`src/rtl/alu_seq.sv`:
```
// ---------------------------------------------------------------------------
// alu_seq -- registered execution unit for the datapath.
//
// Purpose:
//   This is the registered successor to the 4-bit combinational ALU. It is
//   parametrised and keeps the same eight operations (four logic, four
//   arithmetic) and the Z/C/S flags. It adds the following:
//     - a result/flag accumulator (R, RH, z, c, s) that holds its value
//       between operations;
//     - a start/busy/done handshake;
//     - operand chaining, where operand A is taken from the current R;
//     - an iterative shift-add unsigned multiply. It performs one step per
//       cycle and produces a 2*WIDTH-bit product in {RH,R}.
//
// Parameters:
//   WIDTH   operand/result width in bits (>= 2)
//   CNTW    multiply iteration counter width (derived from WIDTH)
//
// Ports:
//   clk      in   rising-edge clock
//   reset    in   synchronous, active-high reset
//   start    in   launch an operation (sampled only while busy=0)
//   arit     in   0 = logic group, 1 = arithmetic group
//   Op       in   operation select within the group
//   mul      in   1 = unsigned multiply (overrides arit/Op)
//   acc_sel  in   1 = operand A comes from the R register
//   A, B     in   operands
//   R        out  result register (low half of the product for mul)
//   RH       out  high half of the product; 0 after non-mul ops
//   z, c, s  out  zero / carry / sign flags
//   busy     out  multiply in progress
//   done     out  one-cycle pulse: R/RH/flags just updated
//   v        out  signed overflow flag (only when ALU_OVERFLOW_EN is defined)
//
// Optional feature:
//   Defining the macro ALU_OVERFLOW_EN adds the v port. The v port gives
//   two's-complement overflow for the arithmetic group. It is 0 for logic
//   operations and for mul.
// ---------------------------------------------------------------------------
module alu_seq #(
  parameter  int WIDTH = 8,
  localparam int CNTW  = $clog2(WIDTH) + 1
) (
  input  logic             clk,
  input  logic             reset,
  input  logic             start,
  input  logic             arit,
  input  logic [1:0]       Op,
  input  logic             mul,
  input  logic             acc_sel,
  input  logic [WIDTH-1:0] A,
  input  logic [WIDTH-1:0] B,
  output logic [WIDTH-1:0] R,
  output logic [WIDTH-1:0] RH,
  output logic             z,
  output logic             c,
  output logic             s,
  output logic             busy,
  output logic             done
`ifdef ALU_OVERFLOW_EN
  ,
  output logic             v
`endif
);

  localparam logic [WIDTH:0]   ONE_X    = (WIDTH+1)'(1);
  localparam logic [CNTW-1:0]  CNT_ONE  = CNTW'(1);
  localparam logic [CNTW-1:0]  CNT_LOAD = CNTW'(WIDTH);
  // The counter value that decrements to 1, ending the MUL phase.
  localparam logic [CNTW-1:0]  CNT_LAST = CNTW'(2);

  typedef enum logic [1:0] {
    IDLE = 2'd0,
    MUL  = 2'd1,
    FIN  = 2'd2
  } state_t;

  state_t              state;
  logic [CNTW-1:0]     cnt;
  logic [WIDTH-1:0]    mcand_p1;
  logic [2*WIDTH-1:0]  prod_p1;

  logic [WIDTH-1:0]    a_op;
  logic [WIDTH:0]      alu_res;
  logic [2*WIDTH-1:0]  prod_next;
  logic                launch;
  logic                launch_mul;

  // -------------------------------------------------------------------------
  // Single-cycle ALU. The result is WIDTH+1 bits and bit WIDTH is the carry.
  // Subtraction and negation use the "+1 inversion" form. As a result,
  // A-B with A>=B gives carry=1, and negating 0 also gives carry=1.
  // -------------------------------------------------------------------------
  function automatic logic [WIDTH:0] alu_calc(
    input logic             ar,
    input logic [1:0]       op_sel,
    input logic [WIDTH-1:0] a,
    input logic [WIDTH-1:0] b
  );
    logic [WIDTH:0] a_x;
    logic [WIDTH:0] b_x;
    logic [WIDTH:0] res;
    a_x = {1'b0, a};
    b_x = {1'b0, b};
    res = '0;
    if (!ar) begin
      unique case (op_sel)
        2'b00:   res = a_x & b_x;
        2'b01:   res = a_x | b_x;
        2'b10:   res = a_x ^ b_x;
        default: res = {1'b0, ~a};
      endcase
    end else begin
      unique case (op_sel)
        2'b00:   res = a_x + b_x;
        2'b01:   res = a_x + {1'b0, ~b} + ONE_X;
        2'b10:   res = {1'b0, ~a} + ONE_X;
        default: res = {1'b0, ~b} + ONE_X;
      endcase
    end
    return res;
  endfunction

  // -------------------------------------------------------------------------
  // One shift-add multiply step.
  //
  // The product register starts as {0, multiplier}. On each step, the
  // multiplicand is added into the high half when the current low bit is 1.
  // The whole register is then shifted right by one. The carry of the
  // addition enters at the top, so after WIDTH steps the register holds
  // the full product.
  // -------------------------------------------------------------------------
  function automatic logic [2*WIDTH-1:0] mul_step(
    input logic [2*WIDTH-1:0] prod,
    input logic [WIDTH-1:0]   mcand
  );
    logic [WIDTH:0] hi;
    hi = {1'b0, prod[2*WIDTH-1:WIDTH]};
    if (prod[0]) begin
      hi = hi + {1'b0, mcand};
    end
    return {hi, prod[WIDTH-1:1]};
  endfunction

`ifdef ALU_OVERFLOW_EN
  // Signed overflow of the arithmetic group.
  // This is decided from sign bits only.
  function automatic logic ovf_calc(
    input logic             ar,
    input logic [1:0]       op_sel,
    input logic [WIDTH-1:0] a,
    input logic [WIDTH-1:0] b,
    input logic [WIDTH-1:0] r
  );
    logic [WIDTH-1:0] min_neg;
    logic             ovf;
    min_neg = {1'b1, {(WIDTH-1){1'b0}}};
    ovf     = 1'b0;
    if (ar) begin
      unique case (op_sel)
        2'b00:   ovf = (a[WIDTH-1] == b[WIDTH-1]) && (r[WIDTH-1] != a[WIDTH-1]);
        2'b01:   ovf = (a[WIDTH-1] != b[WIDTH-1]) && (r[WIDTH-1] != a[WIDTH-1]);
        2'b10:   ovf = (a == min_neg);
        default: ovf = (b == min_neg);
      endcase
    end
    return ovf;
  endfunction
`endif

  // Operand selection and combinational results, used at the launch edge
  // and by the final multiply step.
  always_comb begin
    a_op       = acc_sel ? R : A;
    alu_res    = alu_calc(arit, Op, a_op, B);
    prod_next  = mul_step(prod_p1, mcand_p1);
    launch     = (state == IDLE) && start;
    launch_mul = launch && mul;
  end

  // ---- stage p1: multiplier data registers ----
  // These registers are only meaningful while in MUL/FIN. They are reloaded
  // at every multiply launch, so they need no reset.
  always_ff @(posedge clk) begin
    if (launch_mul) begin
      mcand_p1 <= a_op;
      prod_p1  <= {{WIDTH{1'b0}}, B};
    end else if (state == MUL) begin
      prod_p1  <= prod_next;
    end
  end

  // ---- stage p1: control FSM and architectural result/flag registers ----
  always_ff @(posedge clk) begin
    if (reset) begin
      state <= IDLE;
      cnt   <= '0;
      R     <= '0;
      RH    <= '0;
      z     <= 1'b1;
      c     <= 1'b0;
      s     <= 1'b0;
      busy  <= 1'b0;
      done  <= 1'b0;
`ifdef ALU_OVERFLOW_EN
      v     <= 1'b0;
`endif
    end else begin
      done <= 1'b0;
      unique case (state)
        IDLE: begin
          if (launch_mul) begin
            cnt   <= CNT_LOAD;
            busy  <= 1'b1;
            state <= MUL;
          end else if (launch) begin
            R    <= alu_res[WIDTH-1:0];
            RH   <= '0;
            z    <= (alu_res[WIDTH-1:0] == '0);
            // The logic group defines c and s as 0, even though the result
            // MSB may be set.
            c    <= arit & alu_res[WIDTH];
            s    <= arit & alu_res[WIDTH-1];
            done <= 1'b1;
`ifdef ALU_OVERFLOW_EN
            v    <= ovf_calc(arit, Op, a_op, B, alu_res[WIDTH-1:0]);
`endif
          end
        end

        MUL: begin
          cnt <= cnt - CNT_ONE;
          if (cnt == CNT_LAST) begin
            state <= FIN;
          end
        end

        FIN: begin
          // The final step is taken here, and the product is written in
          // the same edge.
          R     <= prod_next[WIDTH-1:0];
          RH    <= prod_next[2*WIDTH-1:WIDTH];
          z     <= (prod_next == '0);
          c     <= |prod_next[2*WIDTH-1:WIDTH];
          s     <= prod_next[2*WIDTH-1];
          busy  <= 1'b0;
          done  <= 1'b1;
          cnt   <= '0;
          state <= IDLE;
`ifdef ALU_OVERFLOW_EN
          v     <= 1'b0;
`endif
        end

        default: begin
          busy  <= 1'b0;
          state <= IDLE;
        end
      endcase
    end
  end

endmodule

```
`config.mk`:
```
export PLATFORM = sky130hd
export DESIGN_NAME = alu_seq
export DESIGN_NICKNAME = d
export VERILOG_FILES = /design/src/rtl/alu_seq.sv
export SDC_FILE = /design/constraint.sdc
export NUM_CORES = 1
export LEC_CHECK = 0
export CELL_PAD_IN_SITES_DETAIL_PLACEMENT = 0
export CELL_PAD_IN_SITES_GLOBAL_PLACEMENT = 2
export CORE_ASPECT_RATIO = 0.9
export CORE_MARGIN = 5
export CORE_UTILIZATION = 38
export DETAILED_ROUTE_END_ITERATION = 8
export PLACE_DENSITY_LB_ADDON = 0.1
export SLEW_MARGIN = 20
export SYNTH_ARGS = -nofsm -noshare
export SYNTH_HDL_FRONTEND = slang
export SYNTH_SLANG_ARGS = --single-unit
```
`constraint.sdc`:
```
create_clock -name clk -period 7.2 [get_ports clk]
set_clock_uncertainty 0.2 [all_clocks]
set_input_delay 1.08 -clock clk [delete_from_list [all_inputs] [get_ports clk]]
set_output_delay 1.08 -clock clk [all_outputs]
set_load 0.01 [all_outputs]
```
==> results of run 1 <==
==> logic make-up after synthesis <==
family | after synthesis | share of synthesized area (%)
compound gates | 150 | 23.1
xor+xnor | 8 | 1.61
fa+ha+maj | 47 | 14.0
buf+inv | 63 | 5.70
flops | 51 | 27.2
mux | 32 | 9.29
simple gates | 167 | 19.1
==> stage by stage <==
stage          hold WS (ps)  power, mW
5_1_grt                 283       1.02
4_1_cts                 261      0.968
3_3_place_gp            241      0.711
6_report                258      0.963
3_5_place_dp            250      0.711
2_1_floorplan           268      0.603
==> worst register-to-register path: stages, from the launching register on <==
cell	delay, ps
sky130_fd_sc_hd__edfxtp_1	380
sky130_fd_sc_hd__ha_1	250
sky130_fd_sc_hd__fa_1	440
sky130_fd_sc_hd__a211o_1	320
sky130_fd_sc_hd__a21o_1	170
sky130_fd_sc_hd__a311oi_1	410
sky130_fd_sc_hd__nand4_1	190
sky130_fd_sc_hd__nor4bb_1	610
sky130_fd_sc_hd__nand2b_1	200
sky130_fd_sc_hd__a311oi_1	100
==> area by class of cell <==
| class | instances | area share (%) |
|---|---|---|
| Clock buffer | 6 | 2.74 |
| Clock inverter | 2 | 0.321 |
| Inverter | 37 | 2.74 |
| Multi-Input combinational cell | 404 | 57.7 |
| Sequential cell | 51 | 23.3 |
| Tap cell | 156 | 3.86 |
| Timing Repair Buffer | 48 | 9.30 |
==> worst max-delay path by stage <==
stage             from    to  slack, ps
3_5_place_dp   acc_sel  R[7]       2070
2_1_floorplan  acc_sel     c       3400
3_3_place_gp   acc_sel  R[7]       2170
6_report       acc_sel  R[7]       2330
4_1_cts        acc_sel  R[7]       2370
5_1_grt        acc_sel  R[7]       2090
==> state kept, by name (all words and copies together) (netlist names), 2 cells and up <==
name / cells
prod_p1: 16
cnt: 4
R: 8
state: 2
mcand_p1: 8
RH: 8
==> layer usage <==
layer / up-vias / wire length, µm
li1: 1954 / -
met3: 14 / 721
met2: 118 / 5710
met5: - / 0
met1: 1861 / 6610
met4: 0 / 225
==> power groups by stage <==
stage | clock network (mW) | registers [mW] | logic [mW]
floorplan | 0 | 0.350 | 0.253
global placement | 0 | 0.359 | 0.352
detailed placement | 0 | 0.359 | 0.352
CTS | 0.261 | 0.353 | 0.355
global route | 0.272 | 0.356 | 0.395
finish | 0.255 | 0.352 | 0.356
==> cell usage after synthesis (3+ instances only) <==
| cell | n |
|---|---|
| sky130_fd_sc_hd__nand3_1 | 8 |
| sky130_fd_sc_hd__edfxtp_1 | 16 |
| sky130_fd_sc_hd__and2_1 | 5 |
| sky130_fd_sc_hd__xor2_1 | 3 |
| sky130_fd_sc_hd__clkbuf_1 | 18 |
| sky130_fd_sc_hd__nand4_1 | 5 |
| sky130_fd_sc_hd__ha_1 | 44 |
| sky130_fd_sc_hd__nand3b_1 | 3 |
| sky130_fd_sc_hd__o21ai_0 | 29 |
| sky130_fd_sc_hd__nor3_1 | 8 |
| sky130_fd_sc_hd__nor2b_1 | 9 |
| sky130_fd_sc_hd__o21a_1 | 5 |
| sky130_fd_sc_hd__a211oi_1 | 9 |
| sky130_fd_sc_hd__a211o_1 | 5 |
| sky130_fd_sc_hd__and3_1 | 5 |
| sky130_fd_sc_hd__mux4_2 | 6 |
| sky130_fd_sc_hd__dfxtp_1 | 35 |
| sky130_fd_sc_hd__o31a_1 | 3 |
| sky130_fd_sc_hd__buf_2 | 3 |
| sky130_fd_sc_hd__a21oi_1 | 37 |
| sky130_fd_sc_hd__nand2_1 | 39 |
| sky130_fd_sc_hd__mux2_2 | 4 |
| sky130_fd_sc_hd__fa_1 | 3 |
| sky130_fd_sc_hd__or4_1 | 4 |
| sky130_fd_sc_hd__nor2_1 | 49 |
| sky130_fd_sc_hd__or3_1 | 5 |
| sky130_fd_sc_hd__buf_1 | 4 |
| sky130_fd_sc_hd__a22oi_1 | 6 |
| sky130_fd_sc_hd__a31oi_1 | 6 |
| sky130_fd_sc_hd__o31ai_1 | 5 |
| sky130_fd_sc_hd__nor4_1 | 6 |
| sky130_fd_sc_hd__mux2i_1 | 21 |
| sky130_fd_sc_hd__a311oi_1 | 5 |
| sky130_fd_sc_hd__o211ai_1 | 5 |
| sky130_fd_sc_hd__nand2b_1 | 14 |
| sky130_fd_sc_hd__a21o_1 | 10 |
| sky130_fd_sc_hd__xnor2_1 | 5 |
| sky130_fd_sc_hd__inv_1 | 34 |
==> impl_metrics.xml, run 1 <==
<?xml version="1.0" encoding="UTF-8"?>
<metrics>
  <group name="setup_path">
    <metric name="critPathSlowestCell" unit="">sky130_fd_sc_hd__clkdlybuf4s50_1</metric>
    <metric name="critical-path-top-delay-family" unit="">compound AO/OA/AOI/OAI gates</metric>
    <metric name="cp_data_arrival_time" unit="ps">4860</metric>
    <metric name="worst_path_most_repeated_cell" unit="">sky130_fd_sc_hd__mux2i_1</metric>
    <metric name="worst_r2r_endpoint" unit="">c</metric>
    <metric name="crit_path_cell_trace" unit="">clkdlybuf4s50_1, mux2i_1, inv_1, ha_1, a211oi_1, nor2_1, a41oi_1, xnor2_1, a311oi_1, mux2i_1, o311a_1</metric>
    <metric name="timing_worst_setup_path_type" unit="">in -&gt; reg</metric>
    <metric name="cp-end-kind" unit="">flop</metric>
    <metric name="critical_path_max_stage_delay" unit="ps">890</metric>
    <metric name="worst_ep_required" unit="ps">7190</metric>
    <metric name="worst_r2r_startpoint" unit="">mcand_p1[0]</metric>
    <metric name="worst_setup_slack_for_register_to_register_paths" unit="ps">3780</metric>
    <metric name="critical_path.n_buffers_inverters" unit="">2</metric>
    <metric name="critical_path_depth" unit="">11</metric>
    <metric name="r2r.worst_path.cells" unit="">9</metric>
    <metric name="start_kind" unit="">primary input</metric>
    <metric name="critical_path.max_fanout" unit="">10</metric>
  </group>
  <group name="synthesis">
    <metric name="synth-main-ff-cell" unit="">sky130_fd_sc_hd__dfxtp_1</metric>
    <metric name="synth.lib_cells_used.distinct" unit="">64</metric>
    <metric name="netlist_instances" unit="">518</metric>
    <metric name="netlist_area" unit="µm²">4350</metric>
    <metric name="postSynthRegisterBits" unit="">51</metric>
    <metric name="yosys_warning_count" unit="">0</metric>
    <metric name="syn-num-nets" unit="">589</metric>
    <metric name="synth_async_sr_flop_share" unit="%">0</metric>
    <metric name="synth-edff-count" unit="">16</metric>
    <metric name="synth_top_cells_by_area" unit="">sky130_fd_sc_hd__dfxtp_1, sky130_fd_sc_hd__ha_1, sky130_fd_sc_hd__edfxtp_1</metric>
    <metric name="sequential_share_of_the_synthesized_area" unit="%">27.2</metric>
    <metric name="synth.largest_area_cell" unit="">sky130_fd_sc_hd__dfxtp_1</metric>
    <metric name="synthesis.area_per_instance" unit="µm²">8.39</metric>
    <metric name="yosysTopAreaCellShare" unit="%">16.1</metric>
  </group>
  <group name="pwr">
    <metric name="internal_power" unit="µW">619</metric>
    <metric name="swShare" unit="%">35.8</metric>
    <metric name="combinationalPowerShare" unit="%">36.9</metric>
    <metric name="clock_power_share" unit="%">26.5</metric>
    <metric name="pwr-share-seq" unit="%">36.6</metric>
    <metric name="cellPowerDensity" unit="nW/µm²">190</metric>
    <metric name="power_leakage" unit="nW">2.06</metric>
    <metric name="irDropWorstVdd" unit="mV">0.0987</metric>
    <metric name="net-switching-power" unit="µW">345</metric>
  </group>
  <group name="clocking">
    <metric name="cts_tree" unit="">done</metric>
    <metric name="root_buffer" unit="">sky130_fd_sc_hd__clkbuf_16</metric>
    <metric name="cts_sinks" unit="">51</metric>
    <metric name="clock_tree.htree_level_count" unit="">2</metric>
    <metric name="post_cts_hold_buffer_count" unit="">0</metric>
    <metric name="clock_insertion_delay_worst_skew" unit="ps">300</metric>
    <metric name="clock_slew_at_the_register_clock_pins_of_the_worst_setup_and_hold_paths" unit="ps">70</metric>
    <metric name="cts_setup_buffers" unit="">0</metric>
    <metric name="cts_buffer_depth" unit="">2</metric>
    <metric name="cts_repair_resize_count" unit="">0</metric>
    <metric name="numCtsBuffers" unit="">5</metric>
  </group>
  <group name="timing">
    <metric name="grt_setup_unrepaired" unit="">no</metric>
    <metric name="final_critical_path_setup_slack" unit="ps">2330</metric>
    <metric name="worst_slew_margin_rel" unit="%">27.5</metric>
    <metric name="tns" unit="ps">0</metric>
    <metric name="tightestPinTransition" unit="ps">1080</metric>
    <metric name="hold_violations" unit="">0</metric>
    <metric name="max_freq" unit="GHz">0.205</metric>
    <metric name="fin_crit_sh" unit="%">67.7</metric>
    <metric name="final.min_clock_period" unit="ps">4870</metric>
    <metric name="slew_viol_final" unit="">0</metric>
    <metric name="finalSetupViolations" unit="">0</metric>
  </group>
  <group name="finish">
    <metric name="layout_overhead_on_the_synthesized_area" unit="%">16.4</metric>
    <metric name="layout_common_cells" unit="">sky130_fd_sc_hd__nor2_1, sky130_fd_sc_hd__ha_1, sky130_fd_sc_hd__clkdlybuf4s50_1</metric>
    <metric name="final_area" unit="µm²">5060</metric>
    <metric name="area.sequential" unit="µm²">1180</metric>
    <metric name="multiInputGateArea" unit="µm²">2920</metric>
    <metric name="nNetsFinal" unit="">618</metric>
    <metric name="final_core_density" unit="%">44.8</metric>
    <metric name="finish.cell_count_without_fillers" unit="">704</metric>
    <metric name="insertedDiodeCount" unit="">0</metric>
    <metric name="mostFrequentLayoutCell" unit="">sky130_fd_sc_hd__nor2_1</metric>
    <metric name="n_fill_cell" unit="">1140</metric>
    <metric name="drive_above_1_share" unit="%">4.74</metric>
  </group>
  <group name="placement">
    <metric name="dp_hpwl" unit="µm">10200</metric>
    <metric name="dpl-instance-area" unit="µm²">4900</metric>
    <metric name="post-place-ws" unit="ps">2070</metric>
    <metric name="dp_cells" unit="">696</metric>
    <metric name="numPortBuffers" unit="">44</metric>
    <metric name="routabilityCongestion" unit="">0.874</metric>
  </group>
  <group name="floorplan">
    <metric name="die_w" unit="µm">123</metric>
    <metric name="initial_utilization" unit="%">38.5</metric>
    <metric name="standard_cell_rows" unit="">37</metric>
    <metric name="design.portCount" unit="">45</metric>
    <metric name="core_region_area" unit="µm²">11300</metric>
    <metric name="fp.dieArea" unit="µm²">13700</metric>
    <metric name="die_height" unit="µm">111</metric>
  </group>
  <group name="grt">
    <metric name="global_route.usage.total" unit="%">19.8</metric>
    <metric name="globalRoute.busiestLayer" unit="">met1</metric>
    <metric name="globalRouteMet2Util" unit="%">28.8</metric>
    <metric name="grt_first_pass_wirelength" unit="µm">21200</metric>
    <metric name="antenna_found_initial" unit="">0</metric>
    <metric name="grt_start_max_net_pins" unit="">37</metric>
    <metric name="grt-ovfl-total" unit="">0</metric>
    <metric name="gr-usage-met3" unit="%">3.56</metric>
    <metric name="global_route.usage.met1" unit="%">30.2</metric>
    <metric name="via_count_of_the_first_global_routing_pass" unit="">3828</metric>
  </group>
  <group name="route">
    <metric name="drtIter0Drc" unit="">297</metric>
    <metric name="drt.antenna.violating_nets" unit="">0</metric>
    <metric name="wl_per_cell" unit="µm">18.8</metric>
    <metric name="first_pass_iters" unit="">4</metric>
    <metric name="viasPerCell" unit="">5.61</metric>
    <metric name="drc" unit="">0</metric>
    <metric name="detailroute.via_count" unit="">3947</metric>
    <metric name="finalWirelength" unit="µm">13300</metric>
  </group>
  <group name="min_path">
    <metric name="hold_class" unit="">reg -&gt; reg</metric>
    <metric name="min_from" unit="">RH[2]</metric>
    <metric name="hold_path_end" unit="">RH[2]</metric>
    <metric name="whs_path_depth" unit="">2</metric>
  </group>
  <group name="run">
    <metric name="cap_violations" unit="">0</metric>
  </group>
  <group name="outcome">
    <metric name="status" unit="">finished clean</metric>
  </group>
</metrics>
No activity file was read; power rests on OpenSTA's default activity.
==> run 2, diff against run 1 <==
CORE_UTILIZATION = 35   (was 38)
clock period = 4.8 ns   (was 7.2 ns; I/O delays follow)
==> run 2 against run 1 <==
Final area increased by 1.2%; die area increased by 7.8%; via count increased by 0.81%; largest cell class unchanged; clock-buffer cell count decreased by 1; power increased by 49%; sequential share of layout area decreased by 0.27 points; cell count increased by 2.0%; routed wire length increased by 4.6%; non-clock buffer count increased by 10.
==> impl_metrics.xml, run 2 (synthesis gave the netlist of run 1 again) <==
<?xml version="1.0" encoding="UTF-8"?>
<metrics>
  <group name="grt">
    <metric name="global_route.usage.total" unit="%">19.3</metric>
    <metric name="antenna_found_initial" unit="">0</metric>
    <metric name="grt-ovfl-total" unit="">0</metric>
    <metric name="grt_start_max_net_pins" unit="">36</metric>
    <metric name="via_count_of_the_first_global_routing_pass" unit="">3940</metric>
    <metric name="grt_first_pass_wirelength" unit="µm">22300</metric>
  </group>
  <group name="route">
    <metric name="detailroute.via_count" unit="">3979</metric>
    <metric name="viasPerCell" unit="">5.54</metric>
    <metric name="drt.antenna.violating_nets" unit="">0</metric>
    <metric name="finalWirelength" unit="µm">13900</metric>
    <metric name="drc" unit="">0</metric>
    <metric name="first_pass_iters" unit="">4</metric>
    <metric name="drtIter0Drc" unit="">355</metric>
    <metric name="wl_per_cell" unit="µm">19.3</metric>
  </group>
  <group name="pwr">
    <metric name="power_leakage" unit="nW">2.11</metric>
    <metric name="net-switching-power" unit="µW">514</metric>
    <metric name="pwr-share-seq" unit="%">36.9</metric>
    <metric name="cellPowerDensity" unit="nW/µm²">279</metric>
    <metric name="swShare" unit="%">35.9</metric>
    <metric name="clock_power_share" unit="%">24.8</metric>
    <metric name="irDropWorstVdd" unit="mV">0.135</metric>
    <metric name="internal_power" unit="µW">917</metric>
    <metric name="combinationalPowerShare" unit="%">38.2</metric>
  </group>
  <group name="timing">
    <metric name="hold_violations" unit="">0</metric>
    <metric name="max_freq" unit="GHz">0.241</metric>
    <metric name="slew_viol_final" unit="">0</metric>
    <metric name="worst_slew_margin_rel" unit="%">52.6</metric>
    <metric name="final.min_clock_period" unit="ps">4140</metric>
    <metric name="tightestPinTransition" unit="ps">705</metric>
    <metric name="finalSetupViolations" unit="">0</metric>
    <metric name="tns" unit="ps">0</metric>
    <metric name="fin_crit_sh" unit="%">86.3</metric>
    <metric name="grt_setup_unrepaired" unit="">no</metric>
  </group>
  <group name="setup_path">
    <metric name="worst_ep_required" unit="ps">4780</metric>
    <metric name="timing_worst_setup_path_type" unit="">in -&gt; reg</metric>
    <metric name="start_kind" unit="">primary input</metric>
    <metric name="cp_data_arrival_time" unit="ps">4130</metric>
    <metric name="critical_path.max_fanout" unit="">6</metric>
    <metric name="cp-end-kind" unit="">flop</metric>
  </group>
  <group name="run">
    <metric name="cap_violations" unit="">0</metric>
  </group>
  <group name="min_path">
    <metric name="hold_class" unit="">reg -&gt; reg</metric>
  </group>
  <group name="finish">
    <metric name="regMostFlops" unit="">prod_p1</metric>
    <metric name="final_core_density" unit="%">42.2</metric>
    <metric name="nNetsFinal" unit="">628</metric>
    <metric name="final_area" unit="µm²">5120</metric>
    <metric name="mostFrequentLayoutCell" unit="">sky130_fd_sc_hd__nor2_1</metric>
    <metric name="drive_above_1_share" unit="%">6.63</metric>
    <metric name="insertedDiodeCount" unit="">0</metric>
    <metric name="largest_reg_flops" unit="">16</metric>
    <metric name="layout_overhead_on_the_synthesized_area" unit="%">17.8</metric>
    <metric name="layout_common_cells" unit="">sky130_fd_sc_hd__nor2_1, sky130_fd_sc_hd__ha_1, sky130_fd_sc_hd__clkdlybuf4s50_1</metric>
  </group>
  <group name="clocking">
    <metric name="cts_sinks" unit="">51</metric>
    <metric name="clock_tree.htree_level_count" unit="">2</metric>
    <metric name="clock_slew_at_the_register_clock_pins_of_the_worst_setup_and_hold_paths" unit="ps">70</metric>
    <metric name="cts_tree" unit="">done</metric>
    <metric name="post_cts_hold_buffer_count" unit="">0</metric>
    <metric name="root_buffer" unit="">sky130_fd_sc_hd__clkbuf_16</metric>
    <metric name="clock_insertion_delay_worst_skew" unit="ps">290</metric>
    <metric name="numCtsBuffers" unit="">5</metric>
    <metric name="cts_repair_resize_count" unit="">0</metric>
    <metric name="cts_buffer_depth" unit="">2</metric>
    <metric name="cts_setup_buffers" unit="">0</metric>
  </group>
  <group name="floorplan">
    <metric name="die_height" unit="µm">116</metric>
    <metric name="initial_utilization" unit="%">35.9</metric>
    <metric name="core_region_area" unit="µm²">12100</metric>
    <metric name="design.portCount" unit="">45</metric>
    <metric name="standard_cell_rows" unit="">38</metric>
    <metric name="die_w" unit="µm">127</metric>
    <metric name="fp.dieArea" unit="µm²">14800</metric>
  </group>
  <group name="outcome">
    <metric name="status" unit="">finished clean</metric>
  </group>
  <group name="placement">
    <metric name="dp_hpwl" unit="µm">10700</metric>
    <metric name="numPortBuffers" unit="">44</metric>
    <metric name="routabilityCongestion" unit="">0.871</metric>
    <metric name="dpl-instance-area" unit="µm²">4980</metric>
  </group>
</metrics>
run 2: worst max-delay path, cell delays in order:
cell,delay (ps)
sky130_fd_sc_hd__clkdlybuf4s50_1,610
sky130_fd_sc_hd__buf_4,250
sky130_fd_sc_hd__mux2i_1,440
sky130_fd_sc_hd__inv_1,170
sky130_fd_sc_hd__ha_1,280
sky130_fd_sc_hd__or4_1,500
sky130_fd_sc_hd__o22ai_1,230
sky130_fd_sc_hd__mux2i_1,110
sky130_fd_sc_hd__a311oi_1,370
sky130_fd_sc_hd__mux2i_1,160
sky130_fd_sc_hd__o311a_1,300
run 2: power groups by stage:
stage	Combinational [mW]	Clock, mW	Sequential (mW)
finish	0.547	0.355	0.528
global route	0.612	0.384	0.534
CTS	0.546	0.368	0.528
detailed placement	0.542	0	0.538
global placement	0.538	0	0.537
floorplan	0.379	0	0.525
run 2: metrics by stage:
stage	cells	hold WS (ps)	power, mW	setup slack (ps)
final	718	256	1.43	656
after global routing	718	294	1.53	354
after CTS	718	257	1.44	687
after detailed placement	710	247	1.08	375
after global placement	710	244	1.07	490
after floorplan	518	268	0.905	1360
run 2: area by class of cell:
class | count | area [µm²]
Multi-Input combinational cell | 404 | 2920
Timing Repair Buffer | 58 | 541
Inverter | 37 | 139
Sequential cell | 51 | 1180
Clock inverter | 3 | 15.0
Fill cell | 1255 | 7000
Clock buffer | 5 | 125
Tap cell | 160 | 200
run 2: layer usage:
metal	global-route usage (%)	vias up	routed length (µm)
met5	0	-	0
met4	5.08	0	294
met3	2.72	17	554
met2	27.8	94	5790
met1	29.8	1893	7230
li1	-	1975	-
run 2: final timing paths:
kind | slack, ps | cells after the start | end | from
max | 660 | 11 | R[7] | acc_sel
min | 260 | 2 | RH[5] | RH[5]
max reg2reg | 1380 | 9 | c | mcand_p1[0]
min reg2reg | 260 | 2 | RH[5] | RH[5]
==> run 3, diff against run 2 <==
CORE_MARGIN = default   (was 5)
SKIP_CTS_REPAIR_TIMING = 1   (was default)
==> run 3 against run 2 <==
Clock-buffer cell count is 2 higher; register-to-register slack worse by 110 ps; non-clock buffer count decreased by 4; critical path depth is 1 lower; core utilization is 0.12 points higher; via count rose by 0.55%; cell count decreased by 0.42%; global-route usage increased by 2.8 points; highest routed layer unchanged.
==> impl_metrics.xml, run 3 (synthesis gave the netlist of run 1 again) <==
<?xml version="1.0" encoding="UTF-8"?>
<metrics>
  <group name="pwr">
    <metric name="net-switching-power" unit="µW">516</metric>
    <metric name="swShare" unit="%">34.7</metric>
    <metric name="pwr-share-seq" unit="%">35.5</metric>
    <metric name="combinationalPowerShare" unit="%">36.8</metric>
    <metric name="irDropWorstVdd" unit="mV">0.140</metric>
    <metric name="power_leakage" unit="nW">2.10</metric>
    <metric name="cellPowerDensity" unit="nW/µm²">290</metric>
    <metric name="internal_power" unit="µW">970</metric>
    <metric name="p_total" unit="mW">1.49</metric>
    <metric name="clock_power_share" unit="%">27.6</metric>
  </group>
  <group name="timing">
    <metric name="final.min_clock_period" unit="ps">4440</metric>
    <metric name="hold_violations" unit="">0</metric>
    <metric name="max_freq" unit="GHz">0.225</metric>
    <metric name="tns" unit="ps">0</metric>
    <metric name="worst_slew_margin_rel" unit="%">37.9</metric>
    <metric name="fin_crit_sh" unit="%">92.6</metric>
    <metric name="tightestPinTransition" unit="ps">931</metric>
    <metric name="grt_setup_unrepaired" unit="">no</metric>
    <metric name="finalSetupViolations" unit="">0</metric>
    <metric name="slew_viol_final" unit="">0</metric>
    <metric name="worst_hold_slack" unit="ps">260</metric>
  </group>
  <group name="clocking">
    <metric name="clock_slew_at_the_register_clock_pins_of_the_worst_setup_and_hold_paths" unit="ps">70</metric>
    <metric name="clock_insertion_delay_worst_skew" unit="ps">300</metric>
    <metric name="clock_tree.htree_level_count" unit="">2</metric>
    <metric name="numCtsBuffers" unit="">5</metric>
    <metric name="root_buffer" unit="">sky130_fd_sc_hd__clkbuf_16</metric>
    <metric name="cts_buffer_depth" unit="">2</metric>
    <metric name="cts_tree" unit="">done</metric>
    <metric name="cts_sinks" unit="">51</metric>
  </group>
  <group name="finish">
    <metric name="finish.cell_count_without_fillers" unit="">715</metric>
    <metric name="final_core_density" unit="%">42.4</metric>
    <metric name="largest_reg_flops" unit="">16</metric>
    <metric name="drive_above_1_share" unit="%">5.60</metric>
    <metric name="regMostFlops" unit="">prod_p1</metric>
    <metric name="layout_overhead_on_the_synthesized_area" unit="%">17.6</metric>
    <metric name="layout_common_cells" unit="">sky130_fd_sc_hd__nor2_1, sky130_fd_sc_hd__ha_1, sky130_fd_sc_hd__clkdlybuf4s50_1</metric>
    <metric name="nNetsFinal" unit="">624</metric>
    <metric name="mostFrequentLayoutCell" unit="">sky130_fd_sc_hd__nor2_1</metric>
  </group>
  <group name="grt">
    <metric name="antenna_found_initial" unit="">0</metric>
    <metric name="grt_first_pass_wirelength" unit="µm">21700</metric>
    <metric name="global_route.usage.total" unit="%">22.1</metric>
    <metric name="via_count_of_the_first_global_routing_pass" unit="">3767</metric>
    <metric name="grt-ovfl-total" unit="">0</metric>
    <metric name="grt_start_max_net_pins" unit="">36</metric>
  </group>
  <group name="setup_path">
    <metric name="critical_path_depth" unit="">10</metric>
    <metric name="start_kind" unit="">primary input</metric>
    <metric name="critical-path-top-delay-family" unit="">multiplexers</metric>
    <metric name="timing_worst_setup_path_type" unit="">in -&gt; reg</metric>
    <metric name="critical_path.max_fanout" unit="">8</metric>
    <metric name="cp_data_arrival_time" unit="ps">4470</metric>
    <metric name="worst_ep_required" unit="ps">4830</metric>
    <metric name="cp-startpoint" unit="">acc_sel</metric>
    <metric name="critical_path.n_buffers_inverters" unit="">2</metric>
    <metric name="worst_setup_slack_for_register_to_register_paths" unit="ps">1270</metric>
    <metric name="worst_r2r_startpoint" unit="">R[0]</metric>
    <metric name="r2r.worst_path.cells" unit="">10</metric>
    <metric name="crit_path_cell_trace" unit="">clkdlybuf4s50_1, mux2i_2, inv_1, ha_1, mux4_2, a2111oi_2, nand3_1, nor4_1, o2111ai_1, o21ai_1</metric>
    <metric name="critical_path_max_stage_delay" unit="ps">770</metric>
    <metric name="cp-end-kind" unit="">flop</metric>
    <metric name="critPathSlowestCell" unit="">sky130_fd_sc_hd__clkdlybuf4s50_1</metric>
  </group>
  <group name="placement">
    <metric name="dp_cells" unit="">706</metric>
    <metric name="routabilityCongestion" unit="">0.846</metric>
    <metric name="numPortBuffers" unit="">44</metric>
    <metric name="dp_hpwl" unit="µm">10500</metric>
  </group>
  <group name="route">
    <metric name="wl_per_cell" unit="µm">19.2</metric>
    <metric name="first_pass_iters" unit="">5</metric>
    <metric name="drt.antenna.violating_nets" unit="">0</metric>
    <metric name="drc" unit="">0</metric>
    <metric name="finalWirelength" unit="µm">13700</metric>
    <metric name="viasPerCell" unit="">5.60</metric>
    <metric name="drtIter0Drc" unit="">264</metric>
    <metric name="detailroute.via_count" unit="">4001</metric>
  </group>
  <group name="run">
    <metric name="cap_violations" unit="">0</metric>
  </group>
  <group name="min_path">
    <metric name="hold_class" unit="">reg -&gt; reg</metric>
    <metric name="min_from" unit="">RH[3]</metric>
    <metric name="whs_path_depth" unit="">2</metric>
  </group>
  <group name="floorplan">
    <metric name="core_region_area" unit="µm²">12100</metric>
    <metric name="die_w" unit="µm">119</metric>
    <metric name="die_height" unit="µm">108</metric>
    <metric name="fp.dieArea" unit="µm²">12900</metric>
    <metric name="standard_cell_rows" unit="">38</metric>
    <metric name="initial_utilization" unit="%">36.0</metric>
    <metric name="design.portCount" unit="">45</metric>
  </group>
  <group name="outcome">
    <metric name="status" unit="">finished clean</metric>
  </group>
</metrics>
run 3: cell count changes in the layout (fill, tap and decap cells not counted):
cell                        previous run  this run
sky130_fd_sc_hd__buf_4                14        10
sky130_fd_sc_hd__bufinv_16             0         1
sky130_fd_sc_hd__clkbuf_1              0         2
sky130_fd_sc_hd__diode_2               0         1
sky130_fd_sc_hd__clkinv_2              3         0
run 3: area by class of cell:
class,instances,area [µm²]
Fill cell,1251,6960
Multi-Input combinational cell,404,2920
Sequential cell,51,1180
Timing Repair Buffer,54,510
Tap cell,160,200
Inverter,37,139
Clock buffer,7,133
Clock inverter,1,30.0
Antenna cell,1,2.50
run 3: worst min-delay path, delay by kind of cell, from the launching register on:
kind             cells  cell delay [ps]
AO/OA/AOI/OAI        1               50
flip-flops           1              310
AND/OR/NAND/NOR      1               50
run 3: final timing paths:
path / endpoint
hold reg to reg: RH[3]
setup reg to reg: c
setup / recovery: z
hold / removal: RH[3]
run 3: through the flow:
stage / setup WS, ps / area (µm²)
2_1_floorplan: 1360 / 4350
3_3_place_gp: 79.9 / 4950
3_5_place_dp: 141 / 4950
4_1_cts: 424 / 5120
5_1_grt: 101 / 5110
6_report: 357 / 5110
run 3: metal layers:
metal  vias to the layer above  GRT usage, %  wire (µm)
met3                        10          3.23        761
met4                         0          5.18        162
met5                         -             0          0
met2                       116          31.8       5770
li1                       1973             -          -
met1                      1902          33.9       7050
run 3: power by group through the flow:
stage	registers (mW)	logic (mW)	clock network (mW)
2_1_floorplan	0.525	0.379	0
3_3_place_gp	0.537	0.536	0
3_5_place_dp	0.537	0.540	0
4_1_cts	0.528	0.544	0.420
5_1_grt	0.534	0.607	0.441
6_report	0.528	0.547	0.411
==> variant 1, RTL diff (settings of run 2) <==
Re-encode `state_t` (3 states) as one-hot, 3 bits wide.
--- a/src/rtl/alu_seq.sv
+++ b/src/rtl/alu_seq.sv
@@ -71,6 +71,6 @@
 
-  typedef enum logic [1:0] {
-    IDLE = 2'd0,
-    MUL  = 2'd1,
-    FIN  = 2'd2
+  typedef enum logic [2:0] {
+    IDLE = 3'b001,
+    MUL  = 3'b010,
+    FIN  = 3'b100
   } state_t;
Check against the original RTL: no difference found for any inputs over 4 cycles, from zero or initial values and one cycle with reset high; so few cycles prove little.
==> variant 1 against run 2 <==
- synthesized cell count decreased by 6.4%
- count of clock-buffer cells in the layout increased by 1
- sequential cell count increased by 1
- critical path depth increased by 1
- utilization increased by 0.47 points
- area after synthesis decreased by 4.4%
- power decreased by 13%
- wire length decreased by 9.9%
- setup slack improved by 0.069 ns
- design area decreased by 3.9%
- critical path type unchanged
- critical endpoint is now R[6]$_SDFFE_PP0P_
- highest routed layer unchanged
==> variant 1: results (changes against run 2) <==
outcome: "finished, final reports clean"
met2RoutedLength_um: 5270  # -9.1%
final_nets: 589  # -6.2%
whs_ns: 0.256  # +0.000677 ns
cpPeakStageDelay_ns: 0.63  # +0.02 ns
dp_slack_ns: 0.414  # +0.0383 ns
hold_path.startpoint: "RH[7]$_SDFFE_PP0P_"
routed_wire_length_per_instance_um: 18.4  # -4.7%
syn-num-nets: 552  # -6.3%
ff2ff_setup_slack_ns: 1.57  # +0.19 ns
avgSynthCellArea_um2: 8.57  # +2.1%
drt_iter0_markers: 307  # -14%
peak_supply_drop_v: 0.000191  # +42%
post_drt_via_cell_ratio: 5.32  # -4.0%
crit_family: "compound AO/OA/AOI/OAI gates"
global_route_wire_length_before_repair_um: 20100  # -9.9%
detailedRoute.firstPassIterationCount: 5  # +1
worst-slew-pin-transition_ns: 1.02  # +0.318 ns
ff2ff_path_depth: 11  # +2
whs_endpoint: "RH[7]$_SDFFE_PP0P_"
worst_ep_arrival_time_ns: 4.08  # -0.05 ns
wirelength_met1_um: 6470  # -10%
finalWirelength_um: 12500  # -9.9%
power.leakage_nw: 2.00  # -5.2%
globalRouteTotalUtil_pct: 17.7  # -1.6 points
critical_path.reg2reg.endpoint: "R[6]$_SDFFE_PP0P_"
met3RoutedLength_um: 706  # +27%
cp_max_fo: 8  # +2
place_area_um2: 4760  # -4.5%
synth_sequential_area_ratio_pct: 28.9  # +1.7 points
[variant 1: cell types whose count changed after synthesis, moves of 5 or more]
cell                       change
sky130_fd_sc_hd__nand2b_1      -9
sky130_fd_sc_hd__nor2_1       +11
sky130_fd_sc_hd__mux2i_1       -9
sky130_fd_sc_hd__nand3_1       +8
sky130_fd_sc_hd__a21o_1        -5
sky130_fd_sc_hd__a21oi_1       -8
[variant 1: cells by family (layout without fill, tap and decap cells)]
group,after synthesis,in the layout,share of synthesized area [%]
DFF,52,52,28.9
and+or+nand+nor,170,170,19.8
adders and majority gates,43,43,13.5
AOI/OAI and AO/OA,118,118,18.6
xor gates and xnor gates,15,15,3.16
buffers and inverters,60,98,5.90
muxes,27,27,10.2
[variant 1: layout make-up]
| class | instances | area [µm²] |
|---|---|---|
| clock inverter | 2 | 11.3 |
| multi-input combinational | 373 | 2710 |
| clock buffer | 6 | 150 |
| fill | 1157 | 6610 |
| timing repair buffer | 55 | 523 |
| sequential | 52 | 1200 |
| inverter | 35 | 131 |
| tap | 156 | 195 |
[variant 1: power by group through the flow]
stage | clock, mW | combinational [mW] | sequential [mW]
final | 0.395 | 0.361 | 0.495
after global routing | 0.421 | 0.400 | 0.498
after CTS | 0.402 | 0.362 | 0.496
after detailed placement | 0 | 0.360 | 0.506
after global placement | 0 | 0.361 | 0.506
after floorplan | 0 | 0.241 | 0.501
[variant 1: routing by layer]
layer  track usage [%]  vias to the layer above
li1                  -                     1821
met2              26.4                      100
met4              2.38                        0
met5                 0                        -
met1              27.2                     1689
met3              3.32                        4
==> variant 2, RTL diff (flow settings as in run 2) <==
Without the edit above. Set the parameter `WIDTH` to 4 (it was 8).
--- a/src/rtl/alu_seq.sv
+++ b/src/rtl/alu_seq.sv
@@ -40,3 +40,3 @@
 module alu_seq #(
-  parameter  int WIDTH = 8,
+  parameter  int WIDTH = 4,
   localparam int CNTW  = $clog2(WIDTH) + 1
Interface: changed (resized A, B, R and RH); port bits go from 45 to 29. No check against the original RTL was run, so the function may have changed too.
==> variant 2 against run 2 <==
- sequential power down 42%
- power down 47%
- via count is 50% lower
- design area down 48%
- wire length decreased by 56%
- maximum frequency increased by 14%
- global-route usage is 3.5 points lower
- area after synthesis is 49% lower
- sequential cell count decreased by 21
- critical path depth rose by 1
- first-iteration DRC count down 60%
- register-to-register slack better by 0.58 ns
- combinational power shrank 59%
- setup slack improved by 0.49 ns
- critical path type unchanged
- critical endpoint is now z$_SDFFE_PP1P_
- largest cell class unchanged
- largest power group is now sequential cells
==> variant 2: results (changes against run 2) <==
outcome: "finished, final reports clean"
crit-reg2reg-launch: "R[0]$_SDFFE_PP0P_"
met3RoutedLength_um: 370  # -33%
dpl.hpwl_um: 4620  # -57%
synth_sequential_area_ratio_pct: 30.9  # +3.7 points
pwr.group.sequential_uw: 304  # -42%
layout.comb_gates.multi_input: 202  # -50%
peak_supply_drop_v: 0.000159  # +18%
power.total_uw: 762  # -47%
area_share_clock_buf_inv_pct: 3.90  # +1.2 points
worst_ep_arrival_time_ns: 3.62  # -0.51 ns
placed_cells: 370  # -48%
power.combinational.fraction_pct: 29.6  # -8.6 points
portBuffers: 28  # -36%
final.min_clock_period_ns: 3.65  # -0.494 ns
global_route_wire_length_before_repair_um: 9960  # -55%
detailedRoute.firstPassIterationCount: 5  # +1
cts.sinks: 30  # -41%
ff2ff_setup_slack_ns: 1.96  # +0.58 ns
synth_cell_type_count: 50  # -22%
clock-root-buffer: "sky130_fd_sc_hd__clkbuf_8"
non_clock_inverter_count: 19  # -49%
final_nets: 330  # -47%
drt_iter0_markers: 142  # -60%
hold_path.startpoint: "busy$_SDFFE_PP0P_"
wirelength_met1_um: 3130  # -57%
ys_top_cells_by_count: "sky130_fd_sc_hd__nor2_1, sky130_fd_sc_hd__a21oi_1, sky130_fd_sc_hd__dfxtp_1, sky130_fd_sc_hd__ha_1, sky130_fd_sc_hd__nand2_1"
die_width_um: 93.6  # -27%
top_area_cells_in_the_synthesized_netlist: "sky130_fd_sc_hd__dfxtp_1, sky130_fd_sc_hd__ha_1, sky130_fd_sc_hd__edfxtp_1, sky130_fd_sc_hd__a21oi_1, sky130_fd_sc_hd__nor2_1"
cpPeakStageDelay_ns: 0.64  # +0.03 ns
postSynthCellCount: 265  # -49%
sw_frac_of_total_pct: 32.6  # -3.3 points
met2_usage_pct: 23.5  # -4.3 points
routed_wire_length_per_instance_um: 16.0  # -17%
seq_area_share_pct: 25.6  # +2.5 points
syn_to_final_growth_pct: 20.9
vias: 1995  # -50%
multi_input_combinational_cell_area_um2: 1390  # -52%
ratio_of_cells_with_drive_above_1_in_the_final_layout_pct: 6.53  # -0.10 points
met1_usage_in_global_routing_pct: 23.5  # -6.3 points
signal_buffer_area_fraction_pct: 11.7  # +1.1 points
syn-num-nets: 305  # -48%
final_cells: 378  # -47%
fillerInstances: 642  # -49%
count_of_non_cts_buffers_in_the_layout: 32  # -45%
n_clock_buffer: 6  # +1
first_global_vias: 1947  # -51%
==> variant 2: cell count changes in the layout (fill, tap and decap cells not counted), sizes merged, moves of 11 or more <==
cell           delta
a21oi            -14
buf              -11
clkdlybuf4s50    -15
dfxtp            -13
ha               -23
inv              -16
mux2i            -16
nand2            -19
nor2             -23
o21ai            -15
==> variant 2: cell families (layout without fill, tap and decap cells) <==
family | count (synthesis) | count (layout) | synth area share (%)
and+or+nand+nor | 93 | 93 | 21.0
AOI/OAI and AO/OA | 72 | 72 | 20.9
buffers and inverters | 33 | 59 | 6.08
DFF | 30 | 30 | 30.9
adders and majority gates | 24 | 24 | 14.7
muxes | 8 | 8 | 4.43
xor gates and xnor gates | 5 | 5 | 1.99
==> variant 2: final timing paths <==
check	to	cells past startpoint
max	z$_SDFFE_PP1P_	12
min	busy$_SDFFE_PP0P_	2
max reg2reg	z$_SDFFE_PP1P_	11
min reg2reg	busy$_SDFFE_PP0P_	2
